**src/rtl/shift_sched.sv**
```systemverilog
// Round-robin two-port front end for a bit-serial shifter: one command in flight, one bit per clock.
// Latency amt+1 cycles from accept; DONE holds the response until rsp_ready, and ready stays low outside IDLE.
module shift_sched #(
  parameter int WIDTH = 4,
  parameter int AMT_W = 3
) (
  input  logic             clk,
  input  logic             rst_n,
  input  logic             req0_valid,
  output logic             req0_ready,
  input  logic [WIDTH-1:0] req0_data,
  input  logic [2:0]       req0_op,
  input  logic [AMT_W-1:0] req0_amt,
  input  logic             req1_valid,
  output logic             req1_ready,
  input  logic [WIDTH-1:0] req1_data,
  input  logic [2:0]       req1_op,
  input  logic [AMT_W-1:0] req1_amt,
  output logic             rsp_valid,
  input  logic             rsp_ready,
  output logic [WIDTH-1:0] rsp_data,
  output logic             rsp_id,
  output logic             rsp_err,
  output logic             busy
);

  typedef enum logic [1:0] {IDLE, SHIFT, DONE} state_t;

  state_t           state, state_nxt;
  logic [WIDTH-1:0] acc;
  logic [AMT_W-1:0] cnt;
  logic [2:0]       op;
  logic             id, err, last;

  logic             grant0, grant1, accept;
  logic [WIDTH-1:0] sel_data;
  logic [2:0]       sel_op;
  logic [AMT_W-1:0] sel_amt;

  // On a tie, the port that did not win last time gets the grant.
  assign grant0 = req0_valid & (~req1_valid | last);
  assign grant1 = req1_valid & (~req0_valid | ~last);

  assign req0_ready = rst_n & (state == IDLE) & grant0;
  assign req1_ready = rst_n & (state == IDLE) & grant1;
  assign accept     = req0_ready | req1_ready;

  assign sel_data = req1_ready ? req1_data : req0_data;
  assign sel_op   = req1_ready ? req1_op   : req0_op;
  assign sel_amt  = req1_ready ? req1_amt  : req0_amt;

  function automatic logic [WIDTH-1:0] step(input logic [WIDTH-1:0] a, input logic [2:0] o);
    case (o)
      3'd0, 3'd2: step = {a[WIDTH-2:0], 1'b0};
      3'd1:       step = {1'b0, a[WIDTH-1:1]};
      3'd3:       step = {a[WIDTH-1], a[WIDTH-1:1]};
      3'd4:       step = {a[WIDTH-2:0], a[WIDTH-1]};
      3'd5:       step = {a[0], a[WIDTH-1:1]};
      default:    step = a;
    endcase
  endfunction

  always_comb begin
    state_nxt = state;
    case (state)
      IDLE:  if (accept) state_nxt = (sel_amt != '0) ? SHIFT : DONE;
      SHIFT: if (cnt == AMT_W'(1)) state_nxt = DONE;
      DONE:  if (rsp_ready) state_nxt = IDLE;
      default: state_nxt = IDLE;
    endcase
  end

  always_ff @(posedge clk or negedge rst_n) begin
    if (!rst_n) begin
      state <= IDLE;
      acc   <= '0;
      cnt   <= '0;
      op    <= '0;
      id    <= 1'b0;
      err   <= 1'b0;
      last  <= 1'b1;
    end else begin
      state <= state_nxt;
      if (accept) begin
        acc  <= sel_data;
        cnt  <= sel_amt;
        op   <= sel_op;
        id   <= req1_ready;
        err  <= (sel_op > 3'd5);
        last <= req1_ready;
      end else if (state == SHIFT) begin
        // Repeated single-bit steps give saturation and modulo wrap for large amounts for free.
        acc <= step(acc, op);
        cnt <= cnt - AMT_W'(1);
      end
    end
  end

  assign rsp_valid = (state == DONE);
  assign rsp_data  = rsp_valid ? acc : '0;
  assign rsp_id    = rsp_valid & id;
  assign rsp_err   = rsp_valid & err;
  assign busy      = (state != IDLE);

endmodule

```
**config.mk**
```make
export PLATFORM = sky130hd
export DESIGN_NAME = shift_sched
export DESIGN_NICKNAME = d
export VERILOG_FILES = /design/src/rtl/shift_sched.sv
export SDC_FILE = /design/constraint.sdc
export NUM_CORES = 1
export LEC_CHECK = 0
export ABC_AREA = 1
export BUFFER_PORTS_ARGS = -buffer_cell sky130_fd_sc_hd__buf_2
export CAP_MARGIN = 10
export CORE_ASPECT_RATIO = 1.25
export CORE_MARGIN = 2
export CORE_UTILIZATION = 45
export DETAILED_ROUTE_END_ITERATION = 8
export PLACE_DENSITY = 0.81
export SETUP_SLACK_MARGIN = 0.5
export SLEW_MARGIN = 5
export SYNTH_ARGS = -nofsm -noshare
export SYNTH_HDL_FRONTEND = slang
export SYNTH_SLANG_ARGS = --single-unit
```
**constraint.sdc**
```tcl
create_clock -name clk -period 2.8 [get_ports clk]
set_input_delay 0.56 -clock clk [delete_from_list [all_inputs] [get_ports clk]]
set_output_delay 0.56 -clock clk [all_outputs]
set_load 0.01 [all_outputs]
```
==> results of run 1 <==
[cells by family (layout without fill, tap and decap cells)]
family,count (synthesis),count (layout),share of synthesized area (%)
buffers and inverters,27,63,10.85
DFF,15,15,34.01
adders and majority gates,2,2,2.260
and+or+nand+nor,94,94,39.32
AOI/OAI and AO/OA,27,27,13.56
[power breakdown]
group | internal, mW | switching (mW)
clock | 0.0555 | 0.0796
combinational | 0.242 | 0.439
sequential | 0.331 | 0.0813
[flip-flops by register name, indices dropped and copies added, names as in the netlist]
register,flops
state,2
cnt,3
id,1
op,3
acc,4
last,1
err,1
[through the flow]
stage	utilization [%]	instance area, µm²	setup WS [ns]	cells
after floorplan	-	1107	1.201	165
after global placement	54.53	1296	0.9263	230
after detailed placement	54.53	1296	0.9158	230
after CTS	55.63	1323	0.7770	234
after global routing	55.63	1323	0.7030	234
final	55.63	1323	0.7663	234
[layout by cell type, fill, tap and decap left out, types with 2 or more instances in the layout]
cell type                  netlist  layout
sky130_fd_sc_hd__nand2_1        50      50
sky130_fd_sc_hd__dfrtp_1        14      14
sky130_fd_sc_hd__clkbuf_4        0       3
sky130_fd_sc_hd__o21ai_1         4       4
sky130_fd_sc_hd__o21ai_0        16      16
sky130_fd_sc_hd__nand3_1        12      12
sky130_fd_sc_hd__o21bai_1        2       2
sky130_fd_sc_hd__buf_2           0      34
sky130_fd_sc_hd__inv_1          24      24
sky130_fd_sc_hd__nor2_1         18      18
sky130_fd_sc_hd__nor2_4          5       5
sky130_fd_sc_hd__ha_1            2       2
sky130_fd_sc_hd__nand2_2         5       5
[worst register-to-register path: stages (launching register included)]
cell and delay (ns):
sky130_fd_sc_hd__dfstp_2 0.56, sky130_fd_sc_hd__nand2_1 0.06, sky130_fd_sc_hd__nand2_1 0.15, sky130_fd_sc_hd__nor2_4 0.11, sky130_fd_sc_hd__nor2_4 0.29, sky130_fd_sc_hd__o21ai_2 0.18, sky130_fd_sc_hd__nand3_1 0.10, sky130_fd_sc_hd__o21ai_0 0.08
[final timing paths]
path,endpoint,cells after the start
hold / removal,id$_DFFE_PN0N_,1
hold reg to reg,cnt[2]$_DFFE_PN0P_,2
min in group clk,cnt[2]$_DFFE_PN0P_,2
setup / recovery,req1_ready,4
max in group asynchronous,cnt[2]$_DFFE_PN0P_,2
setup reg to reg,cnt[1]$_DFFE_PN0P_,7
[metal layers]
layer  track usage, %  wire (µm)  up-vias
li1                 -          -      589
met1            23.14       1122      518
met2            40.48       1351       38
met3            1.515        140        5
met4            9.796         58        0
met5                0          0        -
[cell type report]
cell class | count | area [µm²]
clock buffers | 4 | 26.28
repair buffers | 35 | 177.7
flip-flops and latches | 15 | 376.6
well taps | 33 | 41.29
inverters | 24 | 90.09
multi-input cells | 123 | 610.6
fillers | 259 | 1055
==> reports/results.txt, run 1 <==
The run gives 14 as the pin count of the biggest net entering global routing. Floorplan core area: 0.002377 mm². For the final routed database, the setup TNS stands at 0 ns. The logs give 192 for the total nets after synthesis and 1,138 for the via count of the first global-routing pass. The transition time of the tightest slew-check pin is 0.2986 ns. Relative slew slack: 80.05%. Synthesis produced 165 cells. For the sequential element share of the synthesized area, the log shows 34.01%. The run finished with clean final reports. Among cell families on the critical path, the largest total delay comes from simple AND/OR/NAND/NOR gates. For this design the static power due to leakage is 0.7394 nW. The x dimension of the die works out to 48.37 µm. By area the synthesized netlist is led by sky130_fd_sc_hd__dfrtp_1 32%, sky130_fd_sc_hd__nand2_1 17%, sky130_fd_sc_hd__inv_1 8.1%, sky130_fd_sc_hd__o21ai_0 7.2%, sky130_fd_sc_hd__nor2_1 6.1%. Critical-path cell with the highest stage delay: sky130_fd_sc_hd__dfrtp_1. TritonCTS built the clock tree.

The count of pins over their slew limit is 0. Walking the worst path, the cells encountered are nor2_4, nand2_4, nor2_4, buf_2. The critical path starts at state[1]$_DFFE_PN0P_. On the worst path, the slowest cell contributes a delay of 0.45 ns.

The initialized floorplan defines 20 standard-cell rows. The first global-routing pass estimated 4650 µm of wire. In this run, CTS created clock tree buffers numbering 3. For the maximum clock path buffer count, the log shows 2. The run gives 1.47 ns as the worst path arrival time. Setup repair after global routing left no endpoint under its margin.

The total via count in the routed design is 1,150. After synthesis, the share of flip-flops with an asynchronous set or reset is 100.0%. Ranked by instance count, the synthesized netlist is headed by 50 x sky130_fd_sc_hd__nand2_1, 24 x sky130_fd_sc_hd__inv_1, 18 x sky130_fd_sc_hd__nor2_1. The mean area per synthesized cell came out at 6.711 µm². Before antenna repair, the detailed router went through 4 iterations. Of the cells placed in the final design, the portion with a size suffix greater than 1 is 26.37%. The clock latency on the worst-skew pair is 0.29 ns. At the end of routability-driven placement, the weighted congestion stood at 0.8335. The worst register-to-register path has a setup slack of 1.18 ns. Summing internal, switching and leakage power gives 1.229 mW.

The area of the die is 0.002876 mm². The tools report the number of design rule violations left after detail routing as 0. The minimum clock period was 2.034 ns. The starting density of the core is 46.58%. Summed over all instances, the cell type with the most area after synthesis is sky130_fd_sc_hd__dfrtp_1. In the global route stage, overall resource usage came out at 20.77%. Post-CTS timing repair inserted 0 buffers for setup. Between clock sinks in the finished design, the worst skew comes to 0.001375 ns.

The critical path required time is 2.24 ns. The number of clock sinks is 15. The number of enable-type register cells in the synthesized netlist is 0, and the count of input and output buffers is 34. STA classifies the critical path endpoint as a primary output. From synthesis to final layout, the design area changed by 19.44%. The number of design-rule violations left by the first detailed-router iteration is 16. The clock tree root buffer cell is sky130_fd_sc_hd__clkbuf_4. The number of ports placed on the die boundary is 35, and the number of endpoints failing setup at the final stage is 0. Max-cap violations in this run came to 0. The classification of the worst-slack hold path was in -> async.

Post-CTS repair changed the size of 0 cells. The run gives 0 as the number of synthesis warnings. STA classifies the critical path startpoint as a flop.

The half-perimeter wire length after placement was 2072 µm. The die is 59.46 µm tall. The post-route antenna net violation count was 0; the number of antenna violations at the first check in global routing was 0. The number of buffers added to fix hold violations after cts is 0, and the number of H-tree levels is 1. The post-detailed-route via-to-cell ratio was 4.915. For this design the ratio of total power to cell area is 929.0 mW/mm². Among all flip-flop cells after synthesis, the most frequent one is sky130_fd_sc_hd__dfrtp_1. The netlist uses 23 different library cells.

In the final design database the tool counted 229 nets. The worst-case IR drop observed on VDD is 0.0004748 V. By startpoint and endpoint, the worst setup path is classified as reg -> out.

In the final routed layout, each cell accounts on average for 11.42 µm. The clock input transition at the sequential cells of the worst setup and hold paths is 0.10 ns, and the routed wire length is 2673 µm. The post-synthesis cell area came out at 0.001107 mm². The tightest hold margin was 0.06681 ns.

The library cell appearing most often on the critical path is sky130_fd_sc_hd__nor2_4. For this run, the top clock speed supported by timing is 0.4917 GHz. The origin of the critical flop-to-flop path is last$_DFFE_PN1N_. Summed over its instances, the top area cell type makes up 31.64% of the synthesized netlist area. In this run, synthesis produced a sequential element count of 15. The count of final hold-check violations was 0. The share of the cycle needed by the critical path after routing is 72.63%, and the sum of overflow across all layers after global routing is 0. The largest fanout on the critical path is 12. In the post-synthesis netlist, the cell with the most instances is sky130_fd_sc_hd__nand2_1. Number of diodes added for antenna fixing: 0. The count of buffering cells on the critical path with inverters included came out at 1.
(Power assumes the default switching activity.)
==> run 2, diff against run 1 <==
- ABC_AREA: 1 -> 0
- PLACE_DENSITY: 0.81 -> 0.82
- clock period: 2.8 -> 2.15 ns (I/O delays scaled with it)
==> reports/results.txt, run 2 <==
For this run, the top clock speed supported by timing is 0.5531 GHz. The most instantiated library cell after synthesis is sky130_fd_sc_hd__nand2_1 (unchanged). For the number of maximum-capacitance violations, the log shows 0 (unchanged).

The number of H-tree levels is 1 (unchanged), and the relative slew slack is 69.66% (was 80.05%). Worst path arrival time: 1.38 ns (was 1.47 ns). The number of filler instances in the final layout came out at 185 (was 259). Synth area leaders: sky130_fd_sc_hd__dfrtp_1 35%, sky130_fd_sc_hd__mux2i_1 9.9%, sky130_fd_sc_hd__nand2_1 5.6%, sky130_fd_sc_hd__a31oi_1 4.3%, sky130_fd_sc_hd__and2_1 3.7% (was sky130_fd_sc_hd__dfrtp_1 32%, sky130_fd_sc_hd__nand2_1 17%, sky130_fd_sc_hd__inv_1 8.1%, sky130_fd_sc_hd__o21ai_0 7.2%, sky130_fd_sc_hd__nor2_1 6.1%). The run gives 54.6% (was 55.5%) as the relative contribution of combinational cells to total power. Most flop-heavy register: acc (unchanged). The number of endpoints failing setup at the final stage was 0 (unchanged); the x dimension of the die was 46.40 µm (was 48.37 µm).

The half-perimeter wire length after placement is 1693 µm (was 2072 µm), and the number of detailed-routing iterations run before antenna repair is 5 (was 4). The total routing resource utilization after global routing came out at 19.44% (was 20.77%). For the clock group share of total power, the log shows 9.7% (was 11.0%).

For the pin count of the biggest net entering global routing, the log shows 16 (was 14). The total cell area at the placement stage was 0.001201 mm² (was 0.001296 mm²); the average wire per cell in the routed design was 13.19 µm (was 11.42 µm). For the largest clock skew in the final design, the log shows 0.0007494 ns (was 0.001375 ns). The total via count in the routed design came out at 982 (was 1,150). Largest registers: acc (4), cnt (3), op (3) (unchanged). The via count of the first global-routing pass came out at 939 (was 1,138). The sequential share of power came out at 35.7% (was 33.5%). The logs give 134 (was 192) for the total nets after synthesis and 1.72 ns (was 2.24 ns) for the critical path required time.

Classification of the worst-slack hold path: in -> async (unchanged). Type of the worst setup path: reg -> out (unchanged). Number of nets in the layout: 179 (was 229). The number of antenna violations at the first check in global routing came out at 0 (unchanged). The number of synthesis warnings is 0 (unchanged), and the number of enable-type register cells in the synthesized netlist is 0 (unchanged). The clock tree root buffer cell is sky130_fd_sc_hd__clkbuf_4 (unchanged). The origin of the critical flop-to-flop path is state[0]$_DFFE_PN0P_ (was last$_DFFE_PN1N_). The power dissipated by switching net loads was 673.2 µW (was 600.1 µW); the mean area per synthesized cell was 9.448 µm² (was 6.711 µm²). The number of design rule violations left after detail routing was 0 (unchanged); the layout overhead on the synthesized area was 34.16% (was 19.44%).

Setup repair after global routing could not meet its margin everywhere. Share of cells above drive strength 1: 43.05% (was 26.37%). TritonCTS built the clock tree. The run gives 2400 µm (was 2673 µm) as the routed wire length. Power density over cell area: 1235 mW/mm² (was 929.0 mW/mm²). Type of destination of the critical path: a primary output (unchanged). The worst path uses 84.10% of the clock period.

Library cell occupying the most area in the post-synthesis netlist: sky130_fd_sc_hd__dfrtp_1 (unchanged). The number of synthesized register bits came out at 15 (unchanged). List of most frequent post-synthesis cells: 15 x sky130_fd_sc_hd__nand2_1, 14 x sky130_fd_sc_hd__dfrtp_1, 10 x sky130_fd_sc_hd__mux2i_1 (was 50 x sky130_fd_sc_hd__nand2_1, 24 x sky130_fd_sc_hd__inv_1, 18 x sky130_fd_sc_hd__nor2_1). The largest fanout on the critical path is 7 (was 12). Most common library cell in the layout ignoring fill and taps: sky130_fd_sc_hd__buf_2 (was sky130_fd_sc_hd__nand2_1). The last weighted congestion value of the routability-driven placer was 0.8182 (was 0.8335). The number of flip-flops in the largest register is 4 (unchanged).

The run gives 0.28 ns (was 0.29 ns) as the clock latency on the worst-skew pair. The sum of overflow across all layers after global routing is 0 (unchanged). The floorplan die height was 57.00 µm (was 59.46 µm); the number of distinct library cells after synthesis was 35 (was 23). The run gives 0.002644 mm² (was 0.002876 mm²) as the area of the die.

The tools report the number of standard-cell rows in the floorplan as 19 (was 20). Commonest cells after routing, fill and taps aside: 28 x sky130_fd_sc_hd__buf_2, 14 x sky130_fd_sc_hd__nand2_1, 12 x sky130_fd_sc_hd__dfrtp_1 (was 50 x sky130_fd_sc_hd__nand2_1, 34 x sky130_fd_sc_hd__buf_2, 24 x sky130_fd_sc_hd__inv_1). The post-route antenna net violation count is 0 (unchanged). Critical path startpoint: state[0]$_DFFE_PN0P_ (was state[1]$_DFFE_PN0P_).

The maximum clock path buffer count is 2 (unchanged). The number of diodes added for antenna fixing is 0 (unchanged), and the starting density of the core is 46.73% (was 46.58%). The number of clock sinks is 15 (unchanged). The standby leakage power was 0.6669 nW (was 0.7394 nW). The nature of the critical path startpoint was a flop (unchanged).

The most instantiated flip-flop cell in the synthesis netlist was sky130_fd_sc_hd__dfrtp_1 (unchanged). The run gives 0.001011 mm² (was 0.001107 mm²) as the post-synthesis cell area. The run finished with clean final reports. The first-pass GRT wire length is 3891 µm (was 4650 µm), and the number of buffers added to fix hold violations after cts is 0 (unchanged). The area fraction of the dominant cell type after synthesis is 34.65% (was 31.64%). Share of async-settable or async-resettable flops after synthesis: 100.0% (unchanged).

The internal power is 1.001 mW (was 628.6 µW), and the count of input and output buffers is 34 (unchanged). Fraction of power spent switching nets: 40.20% (was 48.84%). The run gives 0 (unchanged) as the count of final hold-check violations.

Floorplan core area: 0.002163 mm² (was 0.002377 mm²). The tools report the CTS buffer count as 3 (unchanged). The number of design-rule violations left by the first detailed-router iteration is 13 (was 16). The run gives 35 (unchanged) as the number of ports placed on the die boundary. The minimum clock period is 1.808 ns.

The transition time of the tightest slew-check pin is 0.4504 ns (was 0.2986 ns). The final instance area was 0.001356 mm² (was 0.001323 mm²). The largest vdd supply drop is 0.0006695 V (was 0.0004748 V), and the aggregate negative setup slack is 0 ns (unchanged). The tools report the count of pins over their slew limit as 0 (unchanged). The tools report the number of cells produced by synthesis as 107 (was 165). The post-detailed-route via-to-cell ratio was 5.396 (was 4.915); the clock input transition at the sequential cells of the worst setup and hold paths was 0.09 ns (was 0.10 ns).

The sequential element share of the synthesized area is 37.25% (was 34.01%).
==> run 2: cell count changes in the layout (fill, tap and decap cells not counted), moves of 5 or more <==
| cell | before | now |
|---|---|---|
| sky130_fd_sc_hd__mux2i_1 | 0 | 10 |
| sky130_fd_sc_hd__nor2_4 | 5 | 0 |
| sky130_fd_sc_hd__nand3_1 | 12 | 2 |
| sky130_fd_sc_hd__nor2_1 | 18 | 8 |
| sky130_fd_sc_hd__nand2_1 | 50 | 14 |
| sky130_fd_sc_hd__buf_6 | 0 | 8 |
| sky130_fd_sc_hd__inv_1 | 24 | 3 |
| sky130_fd_sc_hd__a31oi_1 | 0 | 7 |
| sky130_fd_sc_hd__buf_2 | 34 | 28 |
| sky130_fd_sc_hd__buf_4 | 1 | 8 |
| sky130_fd_sc_hd__o21ai_0 | 16 | 3 |
==> run 2: final cells by class <==
type / count / area [µm²] / area share, %
multi-input combinational: 84 / 601.8 / 44.37
sequential: 15 / 379.1 / 27.95
timing repair buffer: 44 / 290.3 / 21.40
tap: 31 / 38.79 / 2.860
clock buffer: 4 / 26.28 / 1.937
inverter: 4 / 20.02 / 1.476
==> run 2: cell families after synthesis <==
| logic type | Yosys count | synth area share (%) |
|---|---|---|
| flops | 15 | 37.25 |
| mux | 13 | 13.61 |
| compound gates | 25 | 16.71 |
| buf+inv | 8 | 6.064 |
| xor+xnor | 1 | 0.8665 |
| simple gates | 43 | 23.02 |
| fa+ha+maj | 2 | 2.475 |
==> run 2: what timing repair did <==
action | CTS | global route
setup endpoints to repair | 16 | 18
pin swaps | 5 | 4
buffers inserted | 7 | 0
endpoints found under the hold margin | 0 | 0
gates resized for setup | 10 | 9
==> run 2: worst max-delay path, stage by stage (launching register included) <==
cell	delay (ns)
sky130_fd_sc_hd__dfrtp_2	0.44
sky130_fd_sc_hd__nor3b_4	0.20
sky130_fd_sc_hd__buf_6	0.15
sky130_fd_sc_hd__nand2_2	0.05
sky130_fd_sc_hd__a21oi_2	0.11
sky130_fd_sc_hd__buf_2	0.14
==> run 2: final timing paths <==
kind	endpoint	cells past startpoint	slack, ns
max in group asynchronous	last$_DFFE_PN1N_	2	1.82
setup reg to reg	cnt[1]$_DFFE_PN0P_	6	0.46
min in group clk	last$_DFFE_PN1N_	2	0.35
setup / recovery	req0_ready	5	0.34
hold / removal	id$_DFFE_PN0N_	2	0.09
hold reg to reg	id$_DFFE_PN0N_	2	0.54
==> run 2: power by group through the flow <==
stage	clock network (mW)	logic, mW	registers, mW
2_1_floorplan	0	0.649	0.534
3_3_place_gp	0	0.743	0.574
3_5_place_dp	0	0.762	0.592
4_1_cts	0.168	0.868	0.587
5_1_grt	0.179	1.02	0.618
6_report	0.163	0.914	0.597
==> run 2: routing by layer <==
layer,vias to the layer above,wire [µm],track usage [%]
li1,466,-,-
met1,475,986,23.84
met2,37,1271,34.72
met3,4,124,2.848
met4,0,19,4.082
met5,-,0,0
==> run 2: metrics by stage <==
stage / std cells / utilization, % / worst slack [ns] / total power, mW / hold slack (ns)
after floorplan: 107 / - / 0.4446 / 1.184 / 0.1344
after global placement: 171 / 55.52 / 0.3353 / 1.317 / 0.3959
after detailed placement: 171 / 55.52 / 0.3090 / 1.354 / 0.3955
after CTS: 182 / 60.67 / 0.3491 / 1.622 / 0.08492
after global routing: 182 / 62.70 / 0.2747 / 1.817 / 0.09938
final: 182 / 62.70 / 0.3418 / 1.675 / 0.08669
